===== src/rtl/memory_lookup_engine.sv =====
// rtl/memory_lookup_engine.sv - GET lookup engine scanning the key/value cell array
// Ports: clk/rst (async active-high); req_valid/req_ready/req_key GET request;
// cell_keys/cell_values/cell_used live cell outputs (cell i at [i*W +: W]);
// read_op one-hot read strobe; resp_valid/resp_ready/resp_hit/resp_value/resp_index response.
module memory_lookup_engine #(
  parameter int NUM_CELLS   = 8,
  parameter int KEY_WIDTH   = 8,
  parameter int VALUE_WIDTH = 64,
  localparam int IDX_WIDTH  = $clog2(NUM_CELLS)
) (
  input  logic                             clk,
  input  logic                             rst,
  input  logic                             req_valid,
  output logic                             req_ready,
  input  logic [KEY_WIDTH-1:0]             req_key,
  input  logic [NUM_CELLS*KEY_WIDTH-1:0]   cell_keys,
  input  logic [NUM_CELLS*VALUE_WIDTH-1:0] cell_values,
  input  logic [NUM_CELLS-1:0]             cell_used,
  output logic [NUM_CELLS-1:0]             read_op,
  output logic                             resp_valid,
  input  logic                             resp_ready,
  output logic                             resp_hit,
  output logic [VALUE_WIDTH-1:0]           resp_value,
  output logic [IDX_WIDTH-1:0]             resp_index
);

  typedef enum logic [1:0] {IDLE, SCAN, RESP} state_t;

  state_t                 state;
  logic [KEY_WIDTH-1:0]   key_q;
  logic [IDX_WIDTH-1:0]   idx;
  // Low on the first SCAN cycle, which only screens the reserved key 0;
  // cell comparisons start on the following cycle.
  logic                   armed;

  logic [KEY_WIDTH-1:0]   cell_key_arr   [NUM_CELLS];
  logic [VALUE_WIDTH-1:0] cell_value_arr [NUM_CELLS];

  for (genvar i = 0; i < NUM_CELLS; i++) begin : g_unpack
    assign cell_key_arr[i]   = cell_keys[i*KEY_WIDTH +: KEY_WIDTH];
    assign cell_value_arr[i] = cell_values[i*VALUE_WIDTH +: VALUE_WIDTH];
  end

  logic cur_match;
  assign cur_match = cell_used[idx] && (cell_key_arr[idx] == key_q);

  localparam logic [IDX_WIDTH-1:0] LAST_IDX = IDX_WIDTH'(NUM_CELLS - 1);
  localparam logic [NUM_CELLS-1:0] ONE_HOT0 = NUM_CELLS'(1);

  always_ff @(posedge clk or posedge rst) begin
    if (rst) begin
      state      <= IDLE;
      key_q      <= '0;
      idx        <= '0;
      armed      <= 1'b0;
      req_ready  <= 1'b1;
      resp_valid <= 1'b0;
      resp_hit   <= 1'b0;
      resp_value <= '0;
      resp_index <= '0;
      read_op    <= '0;
    end else begin
      // read_op is a single-cycle pulse; only a hit re-asserts it below.
      read_op <= '0;
      case (state)
        IDLE: begin
          if (req_valid && req_ready) begin
            key_q     <= req_key;
            idx       <= '0;
            armed     <= 1'b0;
            req_ready <= 1'b0;
            state     <= SCAN;
          end
        end
        SCAN: begin
          if (!armed) begin
            if (key_q == '0) begin
              resp_hit   <= 1'b0;
              resp_value <= '0;
              resp_index <= '0;
              resp_valid <= 1'b1;
              state      <= RESP;
            end else begin
              armed <= 1'b1;
            end
          end else if (cur_match) begin
            resp_hit   <= 1'b1;
            resp_value <= cell_value_arr[idx];
            resp_index <= idx;
            read_op    <= ONE_HOT0 << idx;
            resp_valid <= 1'b1;
            state      <= RESP;
          end else if (idx == LAST_IDX) begin
            resp_hit   <= 1'b0;
            resp_value <= '0;
            resp_index <= '0;
            resp_valid <= 1'b1;
            state      <= RESP;
          end else begin
            idx <= idx + 1'b1;
          end
        end
        RESP: begin
          if (resp_ready) begin
            resp_valid <= 1'b0;
            req_ready  <= 1'b1;
            state      <= IDLE;
          end
        end
        default: state <= IDLE;
      endcase
    end
  end

endmodule


===== config.mk =====
export PLATFORM = sky130hd
export DESIGN_NAME = memory_lookup_engine
export DESIGN_NICKNAME = d
export VERILOG_FILES = /design/src/rtl/memory_lookup_engine.sv
export SDC_FILE = /design/constraint.sdc
export NUM_CORES = 1
export LEC_CHECK = 0
export CAP_MARGIN = 20
export CORE_AREA = 2 2 261 263
export CTS_CLUSTER_SIZE = 28
export DETAILED_ROUTE_END_ITERATION = 10
export DIE_AREA = 0 0 263 265
export PLACE_DENSITY = 0.47
export SETUP_SLACK_MARGIN = 0.05
export SLEW_MARGIN = 5
export SYNTH_ARGS = -nofsm -noshare
export SYNTH_HDL_FRONTEND = slang
export SYNTH_SLANG_ARGS = --single-unit

===== constraint.sdc =====
create_clock -name clk -period 3.5 [get_ports clk]
set_clock_uncertainty 0.15 [all_clocks]
set_input_delay 0.7 -clock clk [delete_from_list [all_inputs] [get_ports clk]]
set_output_delay 0.7 -clock clk [all_outputs]
set_load 0.05 [all_outputs]

After elaboration in Yosys (flattened, before gate mapping). Index checks and enable logic that the tools add are counted.

Register bits: 92. Output and inout port bits: 78. Bits of input ports: 596.

Eq/ne operators: 12. Multiplexer cells: 47. Bitwise gates (word level): 1. $lt $le $gt $ge: 2. $add $sub $neg: 1. Reduce and logical (&&, ||, !) cells: 15. Shift operators: 1.

Operator list (count): 64-bit two-way mux (6); 64-bit binary-select mux with 3-bit select (1); 8-bit two-way mux (5); 8-bit binary-select mux with 3-bit select (1); 3-bit two-way mux (8); 1-bit two-way mux (14); 2-bit two-way mux (6); 2-bit != test, second input constant (5); 8-bit equality test (1); 8-bit zero test (1); 4-bit AND reduction (2); 2-bit nonzero test (4); 1-bit by 3-bit left shift with 8-bit output, first input constant (1); 1-bit case mux with 2 select lines (3); 2-bit case mux with 3 select lines (1); 3-bit case mux with 2 select lines (1); 3-bit AND reduction (2); 5-bit AND reduction (1); 4-bit greater-or-equal comparator, second input constant (1); 3-bit by 4-bit < comparator with 1-bit output, second input constant (1); 4-bit != test, second input constant (1); 3-bit inverter with 4-bit output (1); 2-bit AND reduction (2); 3-bit by 1-bit adder with 3-bit output, second input constant (1); other kinds (8) (9).

Depth between registers and ports, before layout. Gate-level depths: netlist of run 1.

Depth in word-level cells: 9. Depth in mapped cells: 11. Depth with buffers taken out: 8.

Worst setup path after synthesis of run 1. Ideal clock, no wire load.

Path kind: input-to-reg. Start: input port cell_keys[52]. End: register resp_value[24]. Required time: 3.218 ns. Slack: 0.771 ns. Arrival: 2.447 ns. Stages: 9. Path through: mux4_2 > mux2i_1 > xnor2_1 > a221oi_2 > a41oi_2 > nand3b_4 > buf_6 > buf_6 > o2bb2ai_1.

Cells in the longest elaborated chain, start to end: 7.

Ends and longest elaborated chain: start: declaration (RTL line 16) `input logic [NUM_CELLS*KEY_WIDTH-1:0] cell_keys,`; 8-bit binary-select mux with 3-bit select (*) (RTL line 45) `assign cur_match = cell_used[idx] && (cell_key_arr[idx] == key_q);`; 8-bit two-way mux (not written as such) (*) (2 in series) (RTL line 45); 8-bit equality test (*) (RTL line 45); 1-bit logical AND (*) (RTL line 45); 3-bit by 1-bit != test with 1-bit output (no source line) / 64-bit two-way mux (equally long branches); 3-bit AND reduction (no source line) / 64-bit two-way mux (equally long branches); end signal: assignment (RTL line 88) `resp_value <= cell_value_arr[idx];`; end: declaration (RTL line 23) `output logic [VALUE_WIDTH-1:0] resp_value,`.

Every way passes the cells marked *; elsewhere a longest branch is shown, timed or not. The select of a mux whose other input is x is not followed. A chain may end at the register's enable or synchronous reset.

Worst setup path in the final report of run 1.
Start: register idx[1]. End: register resp_value[22].

Cells in the longest elaborated chain, start to end: 8.

Ends and longest elaborated chain: start: declaration (RTL line 31) `logic [IDX_WIDTH-1:0] idx;`; start signal: assignment (RTL line 100) `idx <= idx + 1'b1;`; 3-bit inverter with 4-bit output (not written as such) (RTL line 45, 88); 8-bit binary-select mux with 3-bit select (RTL line 45); 8-bit two-way mux (not written as such) (2 in series) (RTL line 45); 8-bit equality test (RTL line 45); 1-bit logical AND (RTL line 45); 3-bit by 1-bit != test with 1-bit output (no source line) / 64-bit two-way mux (equally long branches); 3-bit AND reduction (no source line) / 64-bit two-way mux (equally long branches).

Parallel ways exist; a longest one is shown, timed or not. The select of a mux whose other input is x is not followed.

==> results.json, run 1 <==
{
  "initial_core_util_pct": 12.4,
  "dp_hpwl_um": 38900,
  "cts_tree": "yes",
  "rsz0062_at_grt": "no",
  "placedCellCount": 2055,
  "cts_buffer_depth": 2,
  "p_sw_uw": 725,
  "ir_drop_uv": 233,
  "p_clk_share_pct": 35.1,
  "required_ns": 3.66,
  "hold_viol": 0,
  "final-setup-viol-count": 0,
  "vias": 8076,
  "cp-startpoint": "idx[1]$_DFFE_PP0P_",
  "p_int_uw": 2330,
  "crit_fanout": 40,
  "rr_worst_depth": 8,
  "power_density_nw_per_um2": 187,
  "dr.pass1.iters": 4,
  "final_nets": 1799,
  "path_class": "reg2reg",
  "hold_ws_ns": 0.337,
  "synth_most_common_cell": "mux4_2",
  "post-synth-top-area-fraction_pct": 37.6,
  "hp-class": "reg2reg",
  "yosys.area.top_type": "mux4_2",
  "seq_power_share_pct": 34.8,
  "crit_arrival_ns": 3.23,
  "synth_edf_count": 0,
  "hold_depth": 1,
  "synth.area.mux_share_pct": 49.5,
  "synth_compound_area_share_pct": 13.5,
  "viasPerCell": 3.90,
  "clock-sinks": 92,
  "ys_types": 42,
  "synth_nets": 1155,
  "grt_max_degree": 93,
  "slew_headroom_pct": 37.8,
  "yosys.area_share.simple_pct": 2.71,
  "seq_area_frac_synth_pct": 27.8,
  "drc": 0,
  "gp_congestion": 0.894,
  "cts_resized": 0,
  "drt_wl_total_um": 46900,
  "cp-endpoint": "resp_value[22]$_DFFE_PP0P_",
  "ios": 674,
  "synthTopCellsByArea": "mux4_2, dfrtp_1, mux2i_1",
  "tightest_slew_ns": 0.933,
  "min_period_ns": 3.07,
  "synthAdderAreaFrac_pct": 1.51,
  "clkSlewWorstSetupHoldPaths_ns": 0.08,
  "htreeDepth": 3,
  "synth_ff_type": "dfrtp_1",
  "synth_top_family_by_area": "multiplexers",
  "report.final.slew_viol_count": 0,
  "wire_per_inst_um": 22.6,
  "synthArstFlopShare_pct": 100,
  "drtIter0Drc": 336,
  "cts_hold_buf": 0,
  "synthXorXnorAreaFrac_pct": 0.529,
  "cp-end-kind": "register",
  "avgSynthCellArea_um2": 15.1,
  "clock_latency_ns": 0.39,
  "die_area_um2": 69700,
  "syn_inst": 549,
  "track_usage_pct": 13.2,
  "synth_seq_cells": 92,
  "numCtsBuffers": 9,
  "min_period_over_period_pct": 87.8,
  "portBuffers": 673,
  "grt_pass1_wl_um": 65800,
  "grt_antenna_before_repair": 12,
  "core_um2": 66800,
  "synth_area_um2": 8270,
  "rows": 95,
  "fmax_ghz": 0.326,
  "status": "finished, final reports clean",
  "root_buffer": "clkbuf_16",
  "regToRegEndpoint": "resp_value[22]$_DFFE_PP0P_",
  "r2r_start": "idx[1]$_DFFE_PP0P_",
  "detail-route-antenna-nets": 0,
  "drive_above_1_share_pct": 20.5,
  "post_cts_buffers": 0,
  "grt_pass1_vias": 9017,
  "pwr-share-comb_pct": 30.1,
  "netlist_top_cells_count": "mux4_2, dfrtp_1, mux2i_1, o2bb2ai_2, clkbuf_1",
  "fin_area_um2": 16300,
  "leakage_uw": 0.00600,
  "switching_share_pct": 23.7,
  "fp.dieH_um": 265,
  "ys_warn_count": 0,
  "critPathLaunchType": "register",
  "r2r_slack_ns": 0.43,
  "place_area_um2": 16000,
  "area_delta_synth_final_pct": 97.4,
  "fin_cells": 2073,
  "overflow": 0,
  "cap_violations": 0,
  "die_w_um": 263
}
worst max-delay path, stage by stage, from the launching register on:
cell,delay [ns]
dfrtp_4,0.66
mux4_2,0.58
mux2i_1,0.18
xnor2_1,0.09
a221oi_2,0.33
nand4_1,0.21
or2_4,0.33
buf_12,0.18
o2bb2ai_1,0.19
cell usage in the layout (no fill, tap or decap), drive strengths merged, types with 7 or more instances in the layout:
cell type / synthesis / final
dfrtp: 91 / 91
ha: 10 / 10
inv: 13 / 15
mux2i: 85 / 85
buf: 32 / 18
clkdlybuf4s50: 0 / 673
nor3: 7 / 7
clkbuf: 26 / 9
mux2: 12 / 12
o2bb2ai: 68 / 68
mux4: 138 / 138
nand2: 11 / 11
area by class of cell:
cell class,instances,area [um2]
fill,7004,50500
timing repair buffer,691,6960
multi-input combinational,386,5610
sequential,92,2310
tap,873,1090
clock buffer,9,225
clock inverter,7,75.1
inverter,13,53.8
antenna,2,5.00
metrics by stage:
stage | TNS, ns | util [%] | power (uW) | setup slack (ns)
2_1_floorplan | 0 | - | 1260 | 0.260
3_3_place_gp | 0 | 24.0 | 2000 | 0.0916
3_5_place_dp | -0.0127 | 24.0 | 2010 | -0.0127
4_1_cts | 0 | 24.4 | 3150 | 0.346
5_1_grt | 0 | 24.4 | 3220 | 0.224
6_report | 0 | 24.4 | 3050 | 0.428
registers in the layout, indices dropped and copies added, names as in the netlist:
name        count
resp_valid      1
armed           1
resp_index      3
idx             3
resp_hit        1
req_ready       1
read_op         8
resp_value     64
key_q           8
state           2
power by group through the flow:
stage	logic, uW	registers, uW	clock network (uW)
final	918	1060	1070
after CTS	929	1060	1160
after floorplan	179	1080	0
after global placement	917	1080	0
after global routing	970	1060	1190
after detailed placement	924	1080	0
worst min-delay path by stage:
stage | start | end | slack (ns)
after floorplan | state[1]$_DFFE_PP0P_ | state[1]$_DFFE_PP0P_ | 0.36
after global placement | resp_value[10]$_DFFE_PP0P_ | resp_value[10]$_DFFE_PP0P_ | 0.32
after detailed placement | resp_value[11]$_DFFE_PP0P_ | resp_value[11]$_DFFE_PP0P_ | 0.33
after CTS | resp_value[15]$_DFFE_PP0P_ | resp_value[15]$_DFFE_PP0P_ | 0.34
after global routing | resp_value[15]$_DFFE_PP0P_ | resp_value[15]$_DFFE_PP0P_ | 0.36
final | resp_value[15]$_DFFE_PP0P_ | resp_value[15]$_DFFE_PP0P_ | 0.34
kinds of logic after synthesis:
| logic type | after synthesis |
|---|---|
| multiplexers | 235 |
| AO/OA/AOI/OAI | 95 |
| flip-flops | 92 |
| buffers and inverters | 71 |
| AND/OR/NAND/NOR | 41 |
| adder cells (fa/ha/maj) | 10 |
| XOR/XNOR | 5 |
metal layers:
layer / wire (um) / GRT usage (%) / vias to the layer above / part of all wire, %
li1: - / - / 3625 / -
met2: 23800 / 22.8 / 359 / 51
met4: 801 / 3.31 / 10 / 1.7
met5: 58 / 0 / - / 0.12
met3: 3800 / 4.62 / 36 / 8.1
met1: 18500 / 15.4 / 4046 / 39
(Power assumes the default switching activity.)
==> run 2, diff against run 1 <==
Settings changed: CORE_AREA 2 2 261 263 to 4 4 263 265, DIE_AREA 0 0 263 265 to 0 0 267 269.
==> run 2 against run 1 <==
Effect of this change: design area up 0.48%; worst hold slack improved by 0.0023 ns; setup slack worse by 0.033 ns; critical path depth grew 1; non-clock buffer count is 4 higher; total power rose by 4.2%; fmax shrank 1.0%; sequential power barely moved; core utilization is 0.12 points higher; combinational power is essentially flat; flip-flop and latch count unchanged; sequential share of layout area shrank 0.067 points.
==> results.json, run 2 (same netlist as run 1, synthesis figures left out) <==
{
  "fin_area_um2": 16400,
  "critPathSlowestCell": "mux4_2",
  "report.final.slew_viol_count": 0,
  "core_um2": 66800,
  "grt_max_degree": 65,
  "switching_share_pct": 22.2,
  "pwr-share-comb_pct": 29.0,
  "numCtsBuffers": 9,
  "initial_core_util_pct": 12.4,
  "drc": 0,
  "final_util_pct": 24.6,
  "clock-sinks": 92,
  "die_w_um": 267,
  "cp_top_family": "multiplexers",
  "place_area_um2": 16100,
  "root_buffer": "clkbuf_16",
  "hp-class": "reg2reg",
  "grt_pass1_wl_um": 62400,
  "top_register": "resp_value",
  "path_cells": "clkdlybuf4s50_1, mux4_2, mux2i_1, xnor2_1, a221oi_2, nand4_1, or2_4, buf_12, o2bb2ai_1",
  "die_area_um2": 71800,
  "htreeDepth": 3,
  "gp_congestion": 0.813,
  "track_usage_pct": 11.9,
  "leakage_uw": 0.00603,
  "crit_fanout": 40,
  "critPathLaunchType": "primary input",
  "drtIter0Drc": 310,
  "ios": 674,
  "seq_power_share_pct": 33.4,
  "required_ns": 3.64,
  "status": "finished, final reports clean",
  "p_sw_uw": 706,
  "p_clk_share_pct": 37.6,
  "cts_buffer_depth": 2,
  "fp.dieH_um": 269,
  "reg_top3": "resp_value (64), key_q (8), read_op (8)",
  "vias": 8077,
  "slew_headroom_pct": 35.1,
  "path_buf_inv": 2,
  "area_delta_synth_final_pct": 98.4,
  "rows": 95,
  "rsz0062_at_grt": "no",
  "totalPowerFinal_uw": 3180,
  "cap_violations": 0,
  "drive_above_1_share_pct": 20.7,
  "final_nets": 1803,
  "viasPerCell": 3.89,
  "min_period_over_period_pct": 88.7,
  "clkSlewWorstSetupHoldPaths_ns": 0.07,
  "dp_hpwl_um": 38800,
  "layout_commonest_cell": "clkdlybuf4s50_1",
  "grt_antenna_before_repair": 2,
  "cts_hold_buf": 0,
  "nFillCells": 7043,
  "hold_viol": 0,
  "ir_drop_uv": 164,
  "fmax_ghz": 0.322,
  "portBuffers": 673,
  "detail-route-antenna-nets": 0,
  "path_class": "in2reg",
  "min_period_ns": 3.10,
  "final-setup-viol-count": 0,
  "grt_pass1_vias": 9042,
  "cp-end-kind": "register",
  "wire_per_inst_um": 22.1,
  "tns_ns": 0,
  "drt_wl_total_um": 45900,
  "crit_arrival_ns": 3.24,
  "clock_latency_ns": 0.38,
  "overflow": 0,
  "post_cts_buffers": 0,
  "cts_tree": "yes",
  "slowest_delay_ns": 0.50,
  "tightest_slew_ns": 0.973,
  "layout_common_cells": "clkdlybuf4s50_1, mux4_2, dfrtp_1",
  "power_density_nw_per_um2": 194,
  "dr.pass1.iters": 6,
  "largest_register_ffs": 64,
  "cts_resized": 0,
  "p_int_uw": 2470
}
-- run 2: cell types whose count changed in the layout (fill, tap and decap cells not counted), sizes merged --
cell / change
bufinv: +2
clkinv: -4
buf: +4
clkinvlp: +2
-- run 2: per-layer routing --
metal	routed length [um]	up-vias	global-route usage [%]
met4	510	0	2.21
li1	-	3636	-
met2	24300	353	22.0
met5	0	-	0
met1	17700	4063	14.0
met3	3370	25	3.35
-- run 2: power by group through the flow --
| stage | sequential [uW] | clock (uW) | combinational (uW) |
|---|---|---|---|
| global route | 1060 | 1300 | 970 |
| floorplan | 1080 | 0 | 179 |
| finish | 1060 | 1200 | 921 |
| CTS | 1060 | 1280 | 934 |
| detailed placement | 1080 | 0 | 929 |
| global placement | 1080 | 0 | 922 |
-- run 2: area by class of cell --
type,instances,area [um2],area share [%]
Sequential cell,92,2310,14.1
Inverter,13,53.8,0.328
Tap cell,873,1090,6.66
Timing Repair Buffer,695,6990,42.6
Clock buffer,9,225,1.37
Antenna cell,2,5.00,0.0305
Clock inverter,7,123,0.747
Multi-Input combinational cell,386,5610,34.2
-- run 2: through the flow --
step / worst slack (ns) / cells / hold WS, ns
final: 0.396 / 2077 / 0.339
after global routing: 0.271 / 2076 / 0.360
after CTS: 0.443 / 2075 / 0.345
after detailed placement: 0.0232 / 2059 / 0.327
after global placement: 0.0539 / 2059 / 0.321
after floorplan: 0.260 / 549 / 0.358
-- run 2: worst paths after layout --
check	depth (start not counted)	slack (ns)	end	start
max in group asynchronous	3	1.92	resp_value[7]$_DFFE_PP0P_	rst
min reg2reg	1	0.34	resp_value[19]$_DFFE_PP0P_	resp_value[19]$_DFFE_PP0P_
max	9	0.40	resp_value[20]$_DFFE_PP0P_	cell_keys[60]
min in group asynchronous	2	0.63	resp_value[19]$_DFFE_PP0P_	rst
min	1	0.34	resp_value[19]$_DFFE_PP0P_	resp_value[19]$_DFFE_PP0P_
max reg2reg	8	0.45	resp_value[20]$_DFFE_PP0P_	idx[0]$_DFFE_PP0P_
